$ cat src/rtl/led_ser_pkg.sv
// Shared definitions for the LED serial driver: FSM state encoding and
// default frame geometry.
package led_ser_pkg;

  typedef enum logic [1:0] {
    IDLE     = 2'd0,
    SHIFT_LO = 2'd1,
    SHIFT_HI = 2'd2,
    LATCH    = 2'd3
  } led_ser_state_t;

  localparam int LED_SER_WIDTH   = 16;
  localparam int LED_SER_CLK_DIV = 4;

endpackage

$ cat src/rtl/led_ser_tick.sv
// Clearable divider for the LED serial driver. Counts 0..CLK_DIV-1 while
// enabled and flags the last count of each sclk half-period with tick.
// The FSM clears it on every state change so each state lasts exactly
// CLK_DIV cycles.
module led_ser_tick
  import led_ser_pkg::*;
#(
  parameter int CLK_DIV = LED_SER_CLK_DIV
) (
  input  logic clk,
  input  logic rst_n,
  input  logic clr,
  input  logic en,
  output logic tick
);

  localparam int DW = (CLK_DIV > 1) ? $clog2(CLK_DIV) : 1;
  localparam logic [DW-1:0] DIV_MAX = DW'(CLK_DIV - 1);

  logic [DW-1:0] div_cnt;

  assign tick = (div_cnt == DIV_MAX);

  // Half-period counter; wraps on tick, parks at 0 when idle or cleared.
  always_ff @(posedge clk or negedge rst_n) begin
    if (!rst_n) begin
      div_cnt <= '0;
    end else if (clr || !en || tick) begin
      div_cnt <= '0;
    end else begin
      div_cnt <= div_cnt + 1'b1;
    end
  end

endmodule

$ cat src/rtl/led_serial_driver.sv
// Serialises the LED bar vector into a 74HC595-style chain (sclk/sdata/latch).
// A frame is sent once after reset and then only when the vector differs
// from the last latched value; frames always run to completion.
// Optional macro LED_SER_OE_EN adds oe_n, held high until the first frame
// after reset has been latched so power-up garbage is never displayed.
module led_serial_driver
  import led_ser_pkg::*;
#(
  parameter int WIDTH   = LED_SER_WIDTH,
  parameter int CLK_DIV = LED_SER_CLK_DIV
) (
  input  logic             clk,
  input  logic             rst_n,
  input  logic [WIDTH-1:0] led,
  output logic             sclk,
  output logic             sdata,
  output logic             latch,
  output logic             busy
`ifdef LED_SER_OE_EN
  ,
  output logic             oe_n
`endif
);

  localparam int BW = $clog2(WIDTH);
  localparam logic [BW-1:0] BIT_MAX = BW'(WIDTH - 1);

  led_ser_state_t   state;
  led_ser_state_t   state_next;
  logic [WIDTH-1:0] shadow;
  logic [WIDTH-1:0] last_sent;
  logic [BW-1:0]    bit_cnt;
  logic             init_pend;
  logic             tick;
  logic             clr;
  logic             start;
  logic             shift_next;
  logic             done;

  led_ser_tick #(
    .CLK_DIV (CLK_DIV)
  ) u_tick (
    .clk   (clk),
    .rst_n (rst_n),
    .clr   (clr),
    .en    (state != IDLE),
    .tick  (tick)
  );

  // State register.
  always_ff @(posedge clk or negedge rst_n) begin
    if (!rst_n) begin
      state <= IDLE;
    end else begin
      state <= state_next;
    end
  end

  // Next-state decode plus the one-cycle events that steer the datapath.
  always_comb begin
    state_next = state;
    start      = 1'b0;
    shift_next = 1'b0;
    done       = 1'b0;
    case (state)
      IDLE: begin
        if (init_pend || (led != last_sent)) begin
          start      = 1'b1;
          state_next = SHIFT_LO;
        end
      end
      SHIFT_LO: begin
        if (tick) begin
          state_next = SHIFT_HI;
        end
      end
      SHIFT_HI: begin
        if (tick) begin
          if (bit_cnt == '0) begin
            state_next = LATCH;
          end else begin
            shift_next = 1'b1;
            state_next = SHIFT_LO;
          end
        end
      end
      LATCH: begin
        if (tick) begin
          done       = 1'b1;
          state_next = IDLE;
        end
      end
      default: state_next = IDLE;
    endcase
    clr = (state_next != state);
  end

  // Registered link outputs and frame bookkeeping. sclk/latch/busy are
  // decoded from the next state so they line up with the state register
  // without a combinational path to the pins. sdata only moves on the
  // sclk falling edge, keeping it stable across every rising edge.
  always_ff @(posedge clk or negedge rst_n) begin
    if (!rst_n) begin
      sclk      <= 1'b0;
      sdata     <= 1'b0;
      latch     <= 1'b0;
      busy      <= 1'b0;
      shadow    <= '0;
      last_sent <= '0;
      bit_cnt   <= '0;
      init_pend <= 1'b1;
    end else begin
      sclk  <= (state_next == SHIFT_HI);
      latch <= (state_next == LATCH);
      busy  <= (state_next != IDLE);
      if (start) begin
        shadow    <= led;
        bit_cnt   <= BIT_MAX;
        sdata     <= led[WIDTH-1];
        init_pend <= 1'b0;
      end
      if (shift_next) begin
        bit_cnt <= bit_cnt - 1'b1;
        sdata   <= shadow[bit_cnt - 1'b1];
      end
      if (done) begin
        last_sent <= shadow;
        sdata     <= 1'b0;
      end
    end
  end

`ifdef LED_SER_OE_EN
  // Output enable stays off until the first post-reset frame is latched.
  always_ff @(posedge clk or negedge rst_n) begin
    if (!rst_n) begin
      oe_n <= 1'b1;
    end else if (done) begin
      oe_n <= 1'b0;
    end
  end
`endif

endmodule

$ cat config.mk
export PLATFORM = sky130hd
export DESIGN_NAME = led_serial_driver
export DESIGN_NICKNAME = d
export VERILOG_FILES = /design/src/rtl/led_ser_pkg.sv /design/src/rtl/led_ser_tick.sv /design/src/rtl/led_serial_driver.sv
export SDC_FILE = /design/constraint.sdc
export NUM_CORES = 1
export LEC_CHECK = 0
export CORE_MARGIN = 5
export CORE_UTILIZATION = 56
export CTS_CLUSTER_SIZE = 12
export DETAILED_ROUTE_END_ITERATION = 7
export PLACE_DENSITY = 0.78
export SKIP_LAST_GASP = 1
export SLEW_MARGIN = 30
export SYNTH_ARGS = -nofsm -noshare
export SYNTH_HDL_FRONTEND = slang
export SYNTH_SLANG_ARGS = --single-unit
$ cat constraint.sdc
create_clock -name clk -period 2.3 [get_ports clk]
set_input_delay 0.46 -clock clk [delete_from_list [all_inputs] [get_ports clk]]
set_output_delay 0.46 -clock clk [all_outputs]
set_load 0.005 [all_outputs]
==> flow_metrics.py <==
metrics = {
    "status": {
        "outcome": "finished clean",
    },
    "power_and_ir_drop": {
        "vdd_drop_max_mv": 0.603,
        "final_power_uw": 3290,
        "gate_power_share_pct": 42.5,
        "leak_uw": 0.00117,
        "power.share.clock_pct": 14.1,
        "power.density_cell_area_mw_per_mm2": 1240,
        "sequentialPowerShare_pct": 43.5,
        "net-switching-power_uw": 1100,
        "power.switching_fraction_pct": 33.6,
        "internal_power_uw": 2180,
    },
    "synth": {
        "syn-mean-instance-area_sq_um": 13.7,
        "flip_flop_cell_with_the_highest_count_after_synthesis": "sky130_fd_sc_hd__dfrtp_1",
        "synth_largest_area_cell": "sky130_fd_sc_hd__dfrtp_1",
        "mappedNetlistNets": 185,
        "ys_seq_area_share_pct": 50.0,
        "synth_largest_type_area_fraction_pct": 48.8,
        "share_of_synthesized_flip_flops_with_an_asynchronous_set_or_reset_pct": 100,
        "synth_cell_type_count": 39,
        "synthesis.area_sq_mm": 0.00225,
        "synth_warnings": 0,
        "synthTopCellsByArea": "sky130_fd_sc_hd__dfrtp_1, sky130_fd_sc_hd__mux2_2, sky130_fd_sc_hd__xor2_1, sky130_fd_sc_hd__mux2_4, sky130_fd_sc_hd__mux4_2",
        "synthCells": 164,
        "number_of_flops_mapped_to_enable_cells_by_yosys": 0,
        "synth.ff_latch_count": 45,
    },
    "drt": {
        "vias": 1373,
        "route.antenna.remaining_nets": 0,
        "drt-initial-drc-count": 46,
        "routed_via_density": 5.56,
        "avgRoutedWirePerCell_um": 17.1,
        "drt_drc_violations_left": 0,
        "drt-pass1-iter-count": 4,
        "wirelength_mm": 4.22,
    },
    "placed_design": {
        "portBuffers": 21,
        "gpl.final_weighted_congestion": 0.796,
        "dp_slack_ps": -154,
        "detailed_place_hpwl_mm": 3.20,
    },
    "timing": {
        "maxSlewHeadroom_pct": 63.3,
        "fmax_mhz": 465,
        "period_needed_ps": 2150,
        "report.final.slew_viol_count": 0,
        "timing.final.setup_violations": 0,
        "tns_ps": 0,
        "rsz0062_at_grt": "no",
        "post-route-period-util_pct": 93.5,
        "worst_slew_pin_slew_ps": 551,
        "timing.final.ws_setup_ps": 149,
        "worst_clock_skew_ps": 5.03,
        "hold_viol": 0,
    },
    "grt": {
        "initial_antenna_violation_count": 0,
        "maximum_number_of_pins_on_one_net_before_global_route_repair": 46,
        "first_pass_grt_wire_length_mm": 7.27,
        "grt_pass1_vias": 1443,
        "grt_use_total_pct": 18.1,
        "overflow_after_grt": 0,
    },
    "clocking": {
        "cts_inserted_buffers": 5,
        "clk_transition_reported_paths_ps": 70,
        "ctsHtreeMaxLevel": 2,
        "clock_tree.buffer_depth": 2,
        "clock_sink_count": 45,
        "postCtsSetupRepairBufs": 0,
        "cts_tree": "yes",
        "cts.repair.resized": 0,
        "worst_skew_pair.late_latency_ps": 290,
        "post_cts_hold_buffer_count": 0,
        "clk_root_buffer_cell": "sky130_fd_sc_hd__clkbuf_8",
    },
    "floorplanning": {
        "design.portCount": 22,
        "coreArea_sq_mm": 0.00394,
        "rows": 23,
        "die_h_um": 73.5,
        "die_w_um": 73.5,
        "floorplan.die_area_sq_mm": 0.00539,
        "start_util_pct": 57.2,
    },
    "cells_and_area": {
        "post_route_cells_drive_above_1_share_pct": 32.5,
        "layout_common_cells": "sky130_fd_sc_hd__dfrtp_1, sky130_fd_sc_hd__mux2_2, sky130_fd_sc_hd__clkdlybuf4s50_1",
        "filler_cell_count": 276,
        "nNetsFinal": 217,
        "regArea_sq_mm": 0.00113,
        "leading_cell_type_in_the_layout_fill_and_taps_excluded": "sky130_fd_sc_hd__dfrtp_1",
        "multiInputGateArea_sq_mm": 0.00106,
        "syn_to_final_growth_pct": 17.1,
        "antenna-diode-count": 0,
    },
    "worst_setup_path": {
        "critical_path.reg2reg.startpoint": "bit_cnt[1]",
        "worstPathMaxFanout": 7,
        "endpoint_kind": "flop",
        "rr_endpoint": "sdata",
        "timing.reg2reg.setup_slack_ps": 320,
        "timing.critical_path.from_type": "input pin",
        "worstRegToRegCells": 7,
        "worstPathRequired_ps": 2480,
        "cp.arrival_ps": 2330,
        "timing.setup.critical_path_class": "in -> reg",
        "critPathLaunch": "led[0]",
    },
    "run": {
        "drv.max_cap_violation_count": 0,
    },
    "min_path": {
        "hp-class": "in -> async",
    },
}
-- layer usage --
metal  vias to the layer above  track usage [%]  part of all wire [%]
li1                        647                -                     -
met1                       701             22.5                    43
met2                        21             29.9                    52
met3                         4             4.92                   3.4
met4                         0             6.64                   1.4
met5                         -                0                     0
-- layout make-up --
type,instances,share of cell area (%)
inverter,5,0.711
clock buffer,8,3.03
tap,50,2.37
timing repair buffer,32,10.9
multi-input combinational,107,40.3
sequential,45,42.7
-- worst max-delay path: stages --
cell                              delay (ps)
sky130_fd_sc_hd__clkdlybuf4s50_1         430
sky130_fd_sc_hd__xor2_1                  180
sky130_fd_sc_hd__nor3_1                  270
sky130_fd_sc_hd__buf_4                   170
sky130_fd_sc_hd__nand4_4                 110
sky130_fd_sc_hd__o21ai_4                 180
sky130_fd_sc_hd__buf_4                   190
sky130_fd_sc_hd__mux2_2                  340
-- state kept, by name, indices dropped and copies added, names as in the netlist --
register        flops
bit_cnt             4
busy                1
init_pend           1
last_sent          16
latch               1
sclk                1
sdata               1
shadow             16
state               2
u_tick.div_cnt      2
-- how the worst max path moves through the flow --
stage | endpoint | depth (start not counted) | slack, ps
floorplan | shadow[12] | 6 | 340
global placement | shadow[7] | 7 | -100
detailed placement | shadow[10] | 7 | -150
CTS | shadow[10] | 8 | 160
global route | shadow[11] | 8 | 70
finish | shadow[10] | 8 | 150
-- power groups by stage --
stage	logic [uW]	registers (uW)	clock network [uW]
floorplan	1100	1330	0
finish	1390	1430	462
detailed placement	1410	1440	0
global route	1510	1480	514
CTS	1410	1430	473
global placement	1340	1410	0
-- Yosys cell counts (2+ instances only) --
cell type / number
sky130_fd_sc_hd__nor3b_1: 2
sky130_fd_sc_hd__nand2_1: 5
sky130_fd_sc_hd__o21ai_0: 4
sky130_fd_sc_hd__nand2b_1: 2
sky130_fd_sc_hd__ha_1: 3
sky130_fd_sc_hd__o31ai_1: 2
sky130_fd_sc_hd__dfrtp_1: 44
sky130_fd_sc_hd__nor2_1: 5
sky130_fd_sc_hd__nor4_4: 3
sky130_fd_sc_hd__mux2_2: 26
sky130_fd_sc_hd__o31a_1: 2
sky130_fd_sc_hd__mux2_4: 8
sky130_fd_sc_hd__inv_1: 5
sky130_fd_sc_hd__mux4_2: 4
sky130_fd_sc_hd__a21oi_1: 2
sky130_fd_sc_hd__nor4_1: 2
sky130_fd_sc_hd__clkbuf_1: 5
sky130_fd_sc_hd__nor2b_1: 2
sky130_fd_sc_hd__nor3_1: 2
sky130_fd_sc_hd__xor2_1: 17
-- cell families after synthesis --
logic type / Yosys count / share of synthesized area [%]
AO/OA/AOI/OAI: 17 / 5.55
XOR/XNOR: 18 / 6.99
adder cells (fa/ha/maj): 3 / 1.66
buffers and inverters: 12 / 2.77
flip-flops: 45 / 50.0
multiplexers: 38 / 22.3
AND/OR/NAND/NOR: 31 / 10.7
-- through the flow --
step | area (sq um) | instances | hold WS (ps) | util, %
CTS | 2640 | 247 | 252 | 67.0
detailed placement | 2560 | 239 | 447 | 65.0
floorplan | 2250 | 164 | 164 | -
finish | 2640 | 247 | 226 | 67.0
global placement | 2560 | 239 | 427 | 65.0
global route | 2640 | 247 | 289 | 67.0
(Power assumes the default switching activity.)
